$ cat config.mk
export PLATFORM = sky130hd
export DESIGN_NAME = turn_signal_ctrl
export DESIGN_NICKNAME = d
export VERILOG_FILES = /design/src/rtl/turn_signal_ctrl.sv
export SDC_FILE = /design/constraint.sdc
export NUM_CORES = 1
export LEC_CHECK = 0
export ABC_AREA = 1
export CAP_MARGIN = 20
export CORE_MARGIN = 4
export CORE_UTILIZATION = 50
export DETAILED_ROUTE_END_ITERATION = 10
export GPL_TIMING_DRIVEN = 0
export HOLD_SLACK_MARGIN = 0.08
export PLACE_DENSITY = 0.72
export SLEW_MARGIN = 5
export SYNTH_ARGS = -nofsm -noshare
export SYNTH_HDL_FRONTEND = slang
export SYNTH_SLANG_ARGS = --single-unit
$ cat constraint.sdc
create_clock -name clk -period 1.4 [get_ports clk]
set_input_delay 0.28 -clock clk [delete_from_list [all_inputs] [get_ports clk]]
set_output_delay 0.28 -clock clk [all_outputs]
set_load 0.02 [all_outputs]
$ cat src/rtl/turn_signal_ctrl.sv
// turn_signal_ctrl: SW sync/debounce, blink tick prescaler and tail-light state FSM (optional TSC_TIMEOUT_EN auto-cancel)
module turn_signal_ctrl #(
   parameter int DEBOUNCE_CYCLES = 16,
   parameter int TICK_DIV        = 8,
   parameter int TIMEOUT_SEQS    = 8
) (
   input  logic       clk,
   input  logic       reset,
   input  logic [1:0] SW,
   output logic [2:0] CurrentState,
   output logic       tick,
   output logic [1:0] step
);
   typedef enum logic [2:0] {
      IDLE       = 3'b000,
      HAZARDS    = 3'b001,
      TURN_LEFT  = 3'b010,
      TURN_RIGHT = 3'b011
   } state_t;
   localparam int DW = $clog2(DEBOUNCE_CYCLES + 1);
   localparam int PW = $clog2(TICK_DIV);
   logic [1:0]    s1, s2, cand, sw_db;
   logic [DW-1:0] db_cnt, db_nxt;
   logic [PW-1:0] pcnt;
   state_t        state, state_nxt, req;
   logic [1:0]    step_nxt;
`ifdef TSC_TIMEOUT_EN
   localparam int QW = $clog2(TIMEOUT_SEQS + 1);
   logic [QW-1:0] seq, seq_nxt;
   logic [1:0]    lock_sw;
   logic          lockout, lock_set, lock_hold;
   assign lock_hold = lockout && (sw_db == lock_sw);
`endif
   assign db_nxt       = (db_cnt == DW'(DEBOUNCE_CYCLES - 1)) ? db_cnt : db_cnt + 1'b1;
   assign tick         = (pcnt == PW'(TICK_DIV - 1));
   assign CurrentState = state;
   assign req = (sw_db == 2'b11) ? HAZARDS :
                (sw_db == 2'b01) ? TURN_LEFT :
                (sw_db == 2'b10) ? TURN_RIGHT : IDLE;
   // two-flop synchroniser feeding a restart-on-change debounce counter
   always_ff @(posedge clk or posedge reset) begin
      if (reset) begin
         s1     <= 2'b00;
         s2     <= 2'b00;
         cand   <= 2'b00;
         sw_db  <= 2'b00;
         db_cnt <= '0;
      end else begin
         s1 <= SW;
         s2 <= s1;
         if (s2 != cand) begin
            cand   <= s2;
            db_cnt <= '0;
            if (DEBOUNCE_CYCLES == 1) sw_db <= s2;
         end else begin
            db_cnt <= db_nxt;
            if (db_nxt == DW'(DEBOUNCE_CYCLES - 1)) sw_db <= cand;
         end
      end
   end
   // free-running blink-step prescaler
   always_ff @(posedge clk or posedge reset) begin
      if (reset) pcnt <= '0;
      else       pcnt <= tick ? '0 : pcnt + 1'b1;
   end
   // state register; timeout bookkeeping rides along when enabled
   always_ff @(posedge clk or posedge reset) begin
      if (reset) begin
         state <= IDLE;
         step  <= 2'd0;
`ifdef TSC_TIMEOUT_EN
         seq     <= '0;
         lockout <= 1'b0;
         lock_sw <= 2'b00;
`endif
      end else begin
         state <= state_nxt;
         step  <= step_nxt;
`ifdef TSC_TIMEOUT_EN
         seq     <= (state_nxt != state) ? '0 : seq_nxt;
         lockout <= lock_set ? 1'b1 : (sw_db != lock_sw) ? 1'b0 : lockout;
         lock_sw <= lock_set ? sw_db : lock_sw;
`endif
      end
   end
   // next state: only tick cycles move; turn sequences finish before changing side
   always_comb begin
      state_nxt = state;
      step_nxt  = step;
`ifdef TSC_TIMEOUT_EN
      seq_nxt  = seq;
      lock_set = 1'b0;
`endif
      if (tick) begin
         if (state == IDLE || state == HAZARDS) begin
`ifdef TSC_TIMEOUT_EN
            if (req != state && !(state == IDLE && lock_hold)) begin
`else
            if (req != state) begin
`endif
               state_nxt = req;
               step_nxt  = 2'd0;
            end
         end else if (req == HAZARDS || (req != state && step == 2'd3)) begin
            state_nxt = req;
            step_nxt  = 2'd0;
         end else begin
            step_nxt = step + 2'd1;
`ifdef TSC_TIMEOUT_EN
            if (req == state && step == 2'd3) begin
               if (seq == QW'(TIMEOUT_SEQS - 1)) begin
                  state_nxt = IDLE;
                  step_nxt  = 2'd0;
                  lock_set  = 1'b1;
               end else begin
                  seq_nxt = seq + 1'b1;
               end
            end
`endif
         end
      end
   end
endmodule

==> impl_results.md, run 1 <==
* Outcome: complete, but fails checks
* Violated checks: negative setup slack
* Hold path startpoint: s1[0]
* Buffer depth of the longest clock path at 2
* Netlist cell types at 18
* Setup violation total in the final timing report at 1
* R2r setup slk at 30 ps
* Average wire length per cell after detail routing at between 10 and 15 µm
* Endpoint of the most critical register-to-register path: CurrentState[1]
* Final-report hold violation count at 0
* Pins Over Slew Limit at 0
* Overall die width at around 52 µm
* Fraction of the cycle the final worst path needs at 105%
* Fraction of final layout cells sized beyond drive strength 1 at 38.3%
* Max-capacitance violation count at 0
* Min cycle time layout at about 1500 ps
* TritonCTS clock tree: done
* Routability Congestion at 0.814
* Number of cell instances on the worst register-to-register path at 10
* Kind of path behind the tightest hold check: register to register
* Slowest cell on the critical path: sky130_fd_sc_hd__dfrtp_1
* Hold worst-path end: s2[0]
* Critical Path Max Stage Delay at ~400 ps
* Mean number of vias per cell at 4.71
* Netlist area before placement at around 970 µm²
* Wire length of the first global-routing pass at 2590 µm
* Vias in the first global route at 680
* Overall via count from detail_route at 721
* Sequential cell area fraction in the yosys report at 51.8%
* Count of standard-cell rows at 15
* Post-layout worst setup margin at -64.9 ps
* Cts bufs inserted at 3
* Crit path buf inv count at 1
* Mapped Nets at about 120
* Worst slew margin relative to its limit at a little over half
* Reported leakage power at about 0.66 nW
* Minimum hold slack at 365 ps
* Maximum clock frequency at approximately 0.68 GHz
* Antenna cells at 0
* Number of detailed-routing iterations run before antenna repair at 4
* Number of cells produced by synthesis at about 110
* Worst Setup Path Type: register to primary output
* Yosys warnings at 0
* Flip-flop and latch count after synthesis at 20
* Number of antenna violations at the first check in global routing at 0
* Grt total ovfl at 0
* DRC marker count from the first detailed-route iteration at 9
* Type of origin of the critical path: register
* Kind of capture point of the worst setup path: primary output
* Die Y at just over 50 µm
* Depth of the CTS H-tree at 1
* Data required time of the critical path at between 1000 and 1500 ps
* Critical Path Fanout Max at 3
* Layout area overhead at 30.3%
* Final-stage net count at between 100 and 150
* Clock network latency to the later pin of the worst-skew pair at ~290 ps
* Clk sinks at 20
* Number of top-level pins at 10
* Remaining antenna violation count after routing at 0
* Family of cells with the greatest summed delay on the critical path: flip-flops
* Unrepaired setup endpoints after global routing: yes
* Mean area per synthesized cell at 8.70 µm²
* CP Launch Point: pcnt[0]
* Clock slew at reported path FFs at about 100 ps
* Worst-path cell chain: ha_2 -> ha_4 -> buf_6
* CTS Root Buffer Type: sky130_fd_sc_hd__clkbuf_4
* Arrival @ worst endpoint at 1180 ps
* DRC violation count after routing at 0
* End-of-flow core utilization at a little over two thirds
* Die area at 2700 µm²
* # port buffers at 8
* Setup total negative slack at -64.9 ps
* Worst IR Drop VDD at between 700 and 800 µV
* Power density normalized to cell area at between 700 and 800 nW/µm²
* Global-route usage over all layers at 12.8%
* Area of the placeable core at 1780 µm²
* Pin slew with the least headroom to its limit at just over 700 ps
* Maximum number of pins on one net before global-route repair at 21
* Cell depth of the worst hold path at 0
* Critical R2R Launch: sw_db[1]
* Wire length after detailed routing at 1630 µm
* Setup Skew at 4.73 ps
* Starting density of the core at 54.2%
* HPWL Detailed at roughly 1100 µm
==> registers in the layout (all words and copies together) (netlist names) <==
name,count
sw_db,2
s2,2
pcnt,3
db_cnt,5
step,2
CurrentState,2
s1,2
cand,2
==> cell type report <==
class,count,area [µm²]
Fill cell,147,524
Sequential cell,20,503
Multi-Input combinational cell,70,498
Timing Repair Buffer,14,119
Inverter,18,70.1
Tap cell,25,31.3
Clock buffer,3,22.5
Buffer,3,15.0
==> routing by layer <==
metal | up-vias | wire [µm] | global-route usage [%]
met5 | - | 0 | 0
met4 | 0 | 40 | 6.55
met3 | 6 | 53 | 1.72
met2 | 14 | 800 | 23.8
met1 | 328 | 735 | 13.9
li1 | 373 | - | -
==> kinds of logic (layout without fill, tap and decap cells) <==
| group | after synthesis | count (layout) | share of synthesized area (%) |
|---|---|---|---|
| other | 1 | 1 | 0.388 |
| and+or+nand+nor | 58 | 58 | 28.5 |
| DFF | 20 | 20 | 51.8 |
| buffers and inverters | 21 | 38 | 8.55 |
| adders and majority gates | 6 | 6 | 7.77 |
| AOI/OAI and AO/OA | 5 | 5 | 2.98 |
==> per-stage QoR <==
step | setup WS [ps] | area, µm² | total power, mW | instances
after CTS | -157 | 1120 | 0.939 | 148
final | -64.9 | 1260 | 0.933 | 153
after floorplan | 96.4 | 966 | 0.657 | 111
after global placement | -196 | 1080 | 0.673 | 144
after global routing | -114 | 1260 | 0.980 | 153
after detailed placement | -198 | 1080 | 0.676 | 144
==> cell usage in the layout (no fill, tap or decap) <==
cell                              count
sky130_fd_sc_hd__nand2_4              1
sky130_fd_sc_hd__nand4_4              1
sky130_fd_sc_hd__ha_2                 2
sky130_fd_sc_hd__nor2_4               2
sky130_fd_sc_hd__buf_4                7
sky130_fd_sc_hd__ha_4                 3
sky130_fd_sc_hd__clkbuf_1             2
sky130_fd_sc_hd__nand3_2              4
sky130_fd_sc_hd__clkbuf_4             3
sky130_fd_sc_hd__dlygate4sd2_1        2
sky130_fd_sc_hd__clkdlybuf4s50_1      3
sky130_fd_sc_hd__inv_2                2
sky130_fd_sc_hd__nand2_2             12
sky130_fd_sc_hd__nand3_1              5
sky130_fd_sc_hd__nor2_2               3
sky130_fd_sc_hd__ha_1                 1
sky130_fd_sc_hd__nor2_1              10
sky130_fd_sc_hd__nand3_4              1
sky130_fd_sc_hd__inv_4                1
sky130_fd_sc_hd__a21oi_1              1
sky130_fd_sc_hd__o21ai_1              1
sky130_fd_sc_hd__nand2_1             19
sky130_fd_sc_hd__buf_6                1
sky130_fd_sc_hd__clkbuf_2             1
sky130_fd_sc_hd__clkdlybuf4s15_1      1
sky130_fd_sc_hd__inv_1               15
sky130_fd_sc_hd__conb_1               1
sky130_fd_sc_hd__dfrtp_1             18
sky130_fd_sc_hd__dfrtp_2              2
sky130_fd_sc_hd__o21ai_2              3
==> cells in the mapped netlist <==
master | instances | share of area (%)
sky130_fd_sc_hd__nand2_1 | 30 | 12
sky130_fd_sc_hd__dfrtp_1 | 20 | 52
sky130_fd_sc_hd__inv_1 | 17 | 6.6
sky130_fd_sc_hd__nor2_1 | 12 | 4.7
sky130_fd_sc_hd__nand3_1 | 9 | 4.7
sky130_fd_sc_hd__ha_1 | 6 | 7.8
sky130_fd_sc_hd__o21ai_1 | 3 | 1.6
sky130_fd_sc_hd__clkbuf_1 | 2 | 0.78
sky130_fd_sc_hd__nand2_2 | 2 | 1.3
sky130_fd_sc_hd__nor2_4 | 2 | 2.3
sky130_fd_sc_hd__a21oi_1 | 1 | 0.52
sky130_fd_sc_hd__buf_4 | 1 | 0.78
sky130_fd_sc_hd__conb_1 | 1 | 0.39
sky130_fd_sc_hd__inv_2 | 1 | 0.39
sky130_fd_sc_hd__nand3_2 | 1 | 1.0
sky130_fd_sc_hd__nand4_4 | 1 | 2.2
sky130_fd_sc_hd__nor2_2 | 1 | 0.65
sky130_fd_sc_hd__o21ai_2 | 1 | 0.91
==> worst max-delay path by stage <==
| stage | to | slack (ps) | depth (start not counted) |
|---|---|---|---|
| floorplan | CurrentState[1] | 100 | 10 |
| global placement | tick | -200 | 3 |
| detailed placement | tick | -200 | 3 |
| CTS | tick | -160 | 3 |
| global route | CurrentState[1] | -110 | 10 |
| finish | tick | -60 | 3 |
==> what timing repair did <==
item,4_1_cts,5_1_grt
endpoints found under the setup margin,10,8
buffers inserted,1,5
endpoints found under the hold margin,0,0
gates resized for setup,13,33
hold buffers,0,0
pin swaps,2,15
==> where the power goes <==
| group | total, mW | switching (mW) | internal [mW] |
|---|---|---|---|
| Sequential | 0.602 | 0.0115 | 0.591 |
| Clock | 0.261 | 0.160 | 0.100 |
| Combinational | 0.0704 | 0.0407 | 0.0297 |
| Total | 0.933 | 0.213 | 0.721 |
==> worst register-to-register path, stage by stage, from the launching register on <==
cell and delay (ps):
sky130_fd_sc_hd__dfrtp_1 440, sky130_fd_sc_hd__ha_2 210, sky130_fd_sc_hd__inv_2 70, sky130_fd_sc_hd__nand2_2 60, sky130_fd_sc_hd__nand2_2 90, sky130_fd_sc_hd__nand3_2 80, sky130_fd_sc_hd__nand2_2 100, sky130_fd_sc_hd__nand2_2 60
sky130_fd_sc_hd__nand2_2 90, sky130_fd_sc_hd__nand2_1 50, sky130_fd_sc_hd__o21ai_1 70
(Power assumes the default switching activity.)
==> run 2, diff against run 1 <==
--- a/config.mk
+++ b/config.mk
@@ -8,11 +8,11 @@
 export ABC_AREA = 1
 export CAP_MARGIN = 20
 export CORE_MARGIN = 4
-export CORE_UTILIZATION = 50
+export CORE_UTILIZATION = 54
 export DETAILED_ROUTE_END_ITERATION = 10
 export GPL_TIMING_DRIVEN = 0
 export HOLD_SLACK_MARGIN = 0.08
-export PLACE_DENSITY = 0.72
+export PLACE_DENSITY = 0.76
 export SLEW_MARGIN = 5
 export SYNTH_ARGS = -nofsm -noshare
 export SYNTH_HDL_FRONTEND = slang
==> impl_results.md, run 2 (synthesized netlist as in run 1, its figures left out) <==
* Outcome: complete, but fails checks
* Violated checks: negative setup slack
* Family of cells with the greatest summed delay on the critical path: flip-flops
* Average wire length per cell after detail routing at 11.9 µm (+12%)
* Flip-flop count of the largest register, all copies and words added at 5 (unchanged)
* Registers with the most flip-flops: db_cnt x5, pcnt x3
* Critical Path Max Stage Delay at 410 ps (about the same)
* Vias in the first global route at 684 (+0.59%)
* Die Y at 50.3 µm (-3.2%)
* Worst IR Drop VDD at 861 µV (+18%)
* Cts bufs inserted at 3 (unchanged)
* Combinational share of power at 8.3% (+0.8 points)
* Setup total negative slack at -64.3 ps (+0.585 ps)
* Worst Setup Path Type: register to primary output
* Mean number of vias per cell at 4.79 (+1.7%)
* Number of inserted filler cells in the final layout at 127 (-14%)
* Maximum number of pins on one net before global-route repair at 21 (unchanged)
* Clock slew at reported path FFs at 110 ps (about the same)
* Pins Over Slew Limit at 0 (unchanged)
* Number of detailed-routing iterations run before antenna repair at 4 (unchanged)
* Starting density of the core at 56.6% (+2.4 points)
* Post-layout worst setup margin at -64.3 ps (+0.585 ps)
* Setup violation total in the final timing report at 1 (unchanged)
* Overall via count from detail_route at 738 (+2.4%)
* HPWL Detailed at 1110 µm (-0.80%)
* Sum of internal, switching and leakage power at 0.936 mW (+0.29%)
* DRC marker count from the first detailed-route iteration at 10 (+1)
* Depth of the CTS H-tree at 1 (unchanged)
* Grt total ovfl at 0 (unchanged)
* Sequential cell area at 500 µm² (-0.50%)
* Net switching fraction of the power at 22.7% (-0.11 points)
* Slowest cell on the critical path: sky130_fd_sc_hd__dfrtp_1
* Most common library cell in the layout ignoring fill and taps: sky130_fd_sc_hd__nand2_1
* Remaining antenna violation count after routing at 0 (unchanged)
* # port buffers at 8 (unchanged)
* Area of the placeable core at 1710 µm² (-4.2%)
* Global-route usage over all layers at 13.1% (+0.27 points)
* Fraction of final layout cells sized beyond drive strength 1 at 34.9% (-3.4 points)
* End-of-flow core utilization at 73.3% (+2.7 points)
* Setup Skew at 6.31 ps (+1.58 ps)
* Leading cell types in the layout, fill and taps excluded: sky130_fd_sc_hd__nand2_1 (22), sky130_fd_sc_hd__dfrtp_1 (20), sky130_fd_sc_hd__inv_1 (13)
* Relative contribution of sequential cells to total power at 64.2% (-0.3 points)
* Fraction of the cycle the final worst path needs at 105% (about the same)
* Crit path buf inv count at 1 (unchanged)
* Minimum hold slack at 363 ps (-1.45 ps)
* Data required time of the critical path at 1120 ps (about the same)
* Wire length after detailed routing at 1840 µm (+13%)
* Kind of path behind the tightest hold check: register to register
* Clk sinks at 20 (unchanged)
* Multi-input gate area at 483 µm² (-3.0%)
* Arrival @ worst endpoint at 1180 ps (about the same)
* Unrepaired setup endpoints after global routing: yes
* Final-report hold violation count at 0 (unchanged)
* TritonCTS clock tree: done
* Worst-path cell chain: ha_2 -> ha_4 -> buf_6
* Die area at 2530 µm² (-6.3%)
* Final-stage net count at 141 (+0.71%)
* Type of origin of the critical path: register
* Min cycle time layout at 1460 ps (-0.585 ps)
* Layout area overhead at 29.7%
* Reported leakage power at 0.634 nW (-3.4%)
* Routability Congestion at 0.745 (-8.5%)
* Register containing the most flip-flops in the final layout: db_cnt
* Power density normalized to cell area at 747 nW/µm² (+0.79%)
* Number of antenna violations at the first check in global routing at 0 (unchanged)
* Maximum clock frequency at 0.683 GHz (about the same)
* Pint at 0.724 mW (+0.43%)
* Net switching power of the design at 0.212 mW (-0.19%)
* Number of top-level pins at 10 (unchanged)
* Post-Place Worst Slack at -219 ps (-21.0 ps)
* Antenna cells at 0 (unchanged)
* Critical Path Fanout Max at 3 (unchanged)
* Clock network latency to the later pin of the worst-skew pair at 290 ps (about the same)
* Overall die width at 50.3 µm (-3.2%)
* DRC violation count after routing at 0 (unchanged)
* Buffer depth of the longest clock path at 2 (unchanged)
* CTS Root Buffer Type: sky130_fd_sc_hd__clkbuf_4
* Worst slew margin relative to its limit at 51.8% (-1.2 points)
* Max-capacitance violation count at 0 (unchanged)
* Wire length of the first global-routing pass at 2590 µm (+0.27%)
* Clk network pwr share at 27.5% (-0.4 points)
* Count of standard-cell rows at 15 (unchanged)
* Number of hold-repair buffers added at the cts stage at 0 (unchanged)
* Pin slew with the least headroom to its limit at 722 ps (+17.7 ps)
* Kind of capture point of the worst setup path: primary output
run 2: cell types whose count changed in the layout (fill, tap and decap cells not counted), sizes merged:
cell         delta
dlygate4sd2     +1
buf             +1
clkbuf          -1
run 2: routing by layer:
layer	routed length [µm]	global-route usage, %	part of all wire (%)	vias to the layer above
li1	-	-	-	377
met1	740	14.8	40	343
met2	1000	24.3	54	14
met3	65	1.78	3.5	4
met4	34	5.38	1.8	0
met5	0	0	0	-
run 2: worst reg2reg max path, delay by kind of cell, from the launching register on:
kind | cells | cell delay (ps)
DFF | 1 | 440
buffers and inverters | 1 | 70
and+or+nand+nor | 7 | 560
adders and majority gates | 1 | 210
AOI/OAI and AO/OA | 1 | 70
run 2: power groups by stage:
stage	logic, mW	registers [mW]	clock network (mW)
6_report	0.0778	0.601	0.258
5_1_grt	0.0877	0.602	0.289
4_1_cts	0.0648	0.600	0.264
3_5_place_dp	0.0643	0.611	0
3_3_place_gp	0.0627	0.610	0
2_1_floorplan	0.0488	0.609	0
run 2: final cells by class:
class | instances | area share, %
inverter | 18 | 5.59
clock buffer | 3 | 1.80
timing repair buffer | 15 | 10.4
tap | 25 | 2.50
sequential | 20 | 40.0
multi-input combinational | 70 | 38.6
buffer | 3 | 1.20
run 2: timing repair:
item                                   in CTS  in global routing
endpoints found under the hold margin       0                  0
pin swaps                                   1                 12
gates resized for setup                    11                 28
setup endpoints to repair                  11                  7
setup buffers                               1                  6
run 2: path summary, 6_finish.rpt:
| path | start | cells after the start | endpoint | slack (ps) |
|---|---|---|---|---|
| setup / recovery | pcnt[0] | 3 | tick | -60 |
| hold / removal | s1[0] | 0 | s2[0] | 360 |
| setup reg to reg | sw_db[1] | 10 | CurrentState[1] | 10 |
| hold reg to reg | s1[0] | 0 | s2[0] | 360 |
| max in group asynchronous | reset | 2 | CurrentState[0] | 530 |
| min in group asynchronous | reset | 2 | cand[1] | 410 |
run 2: metrics by stage:
stage,instances,instance area [µm²]
5_1_grt,154,1250
6_report,154,1250
4_1_cts,148,1110
3_3_place_gp,144,1080
2_1_floorplan,111,966
3_5_place_dp,144,1080
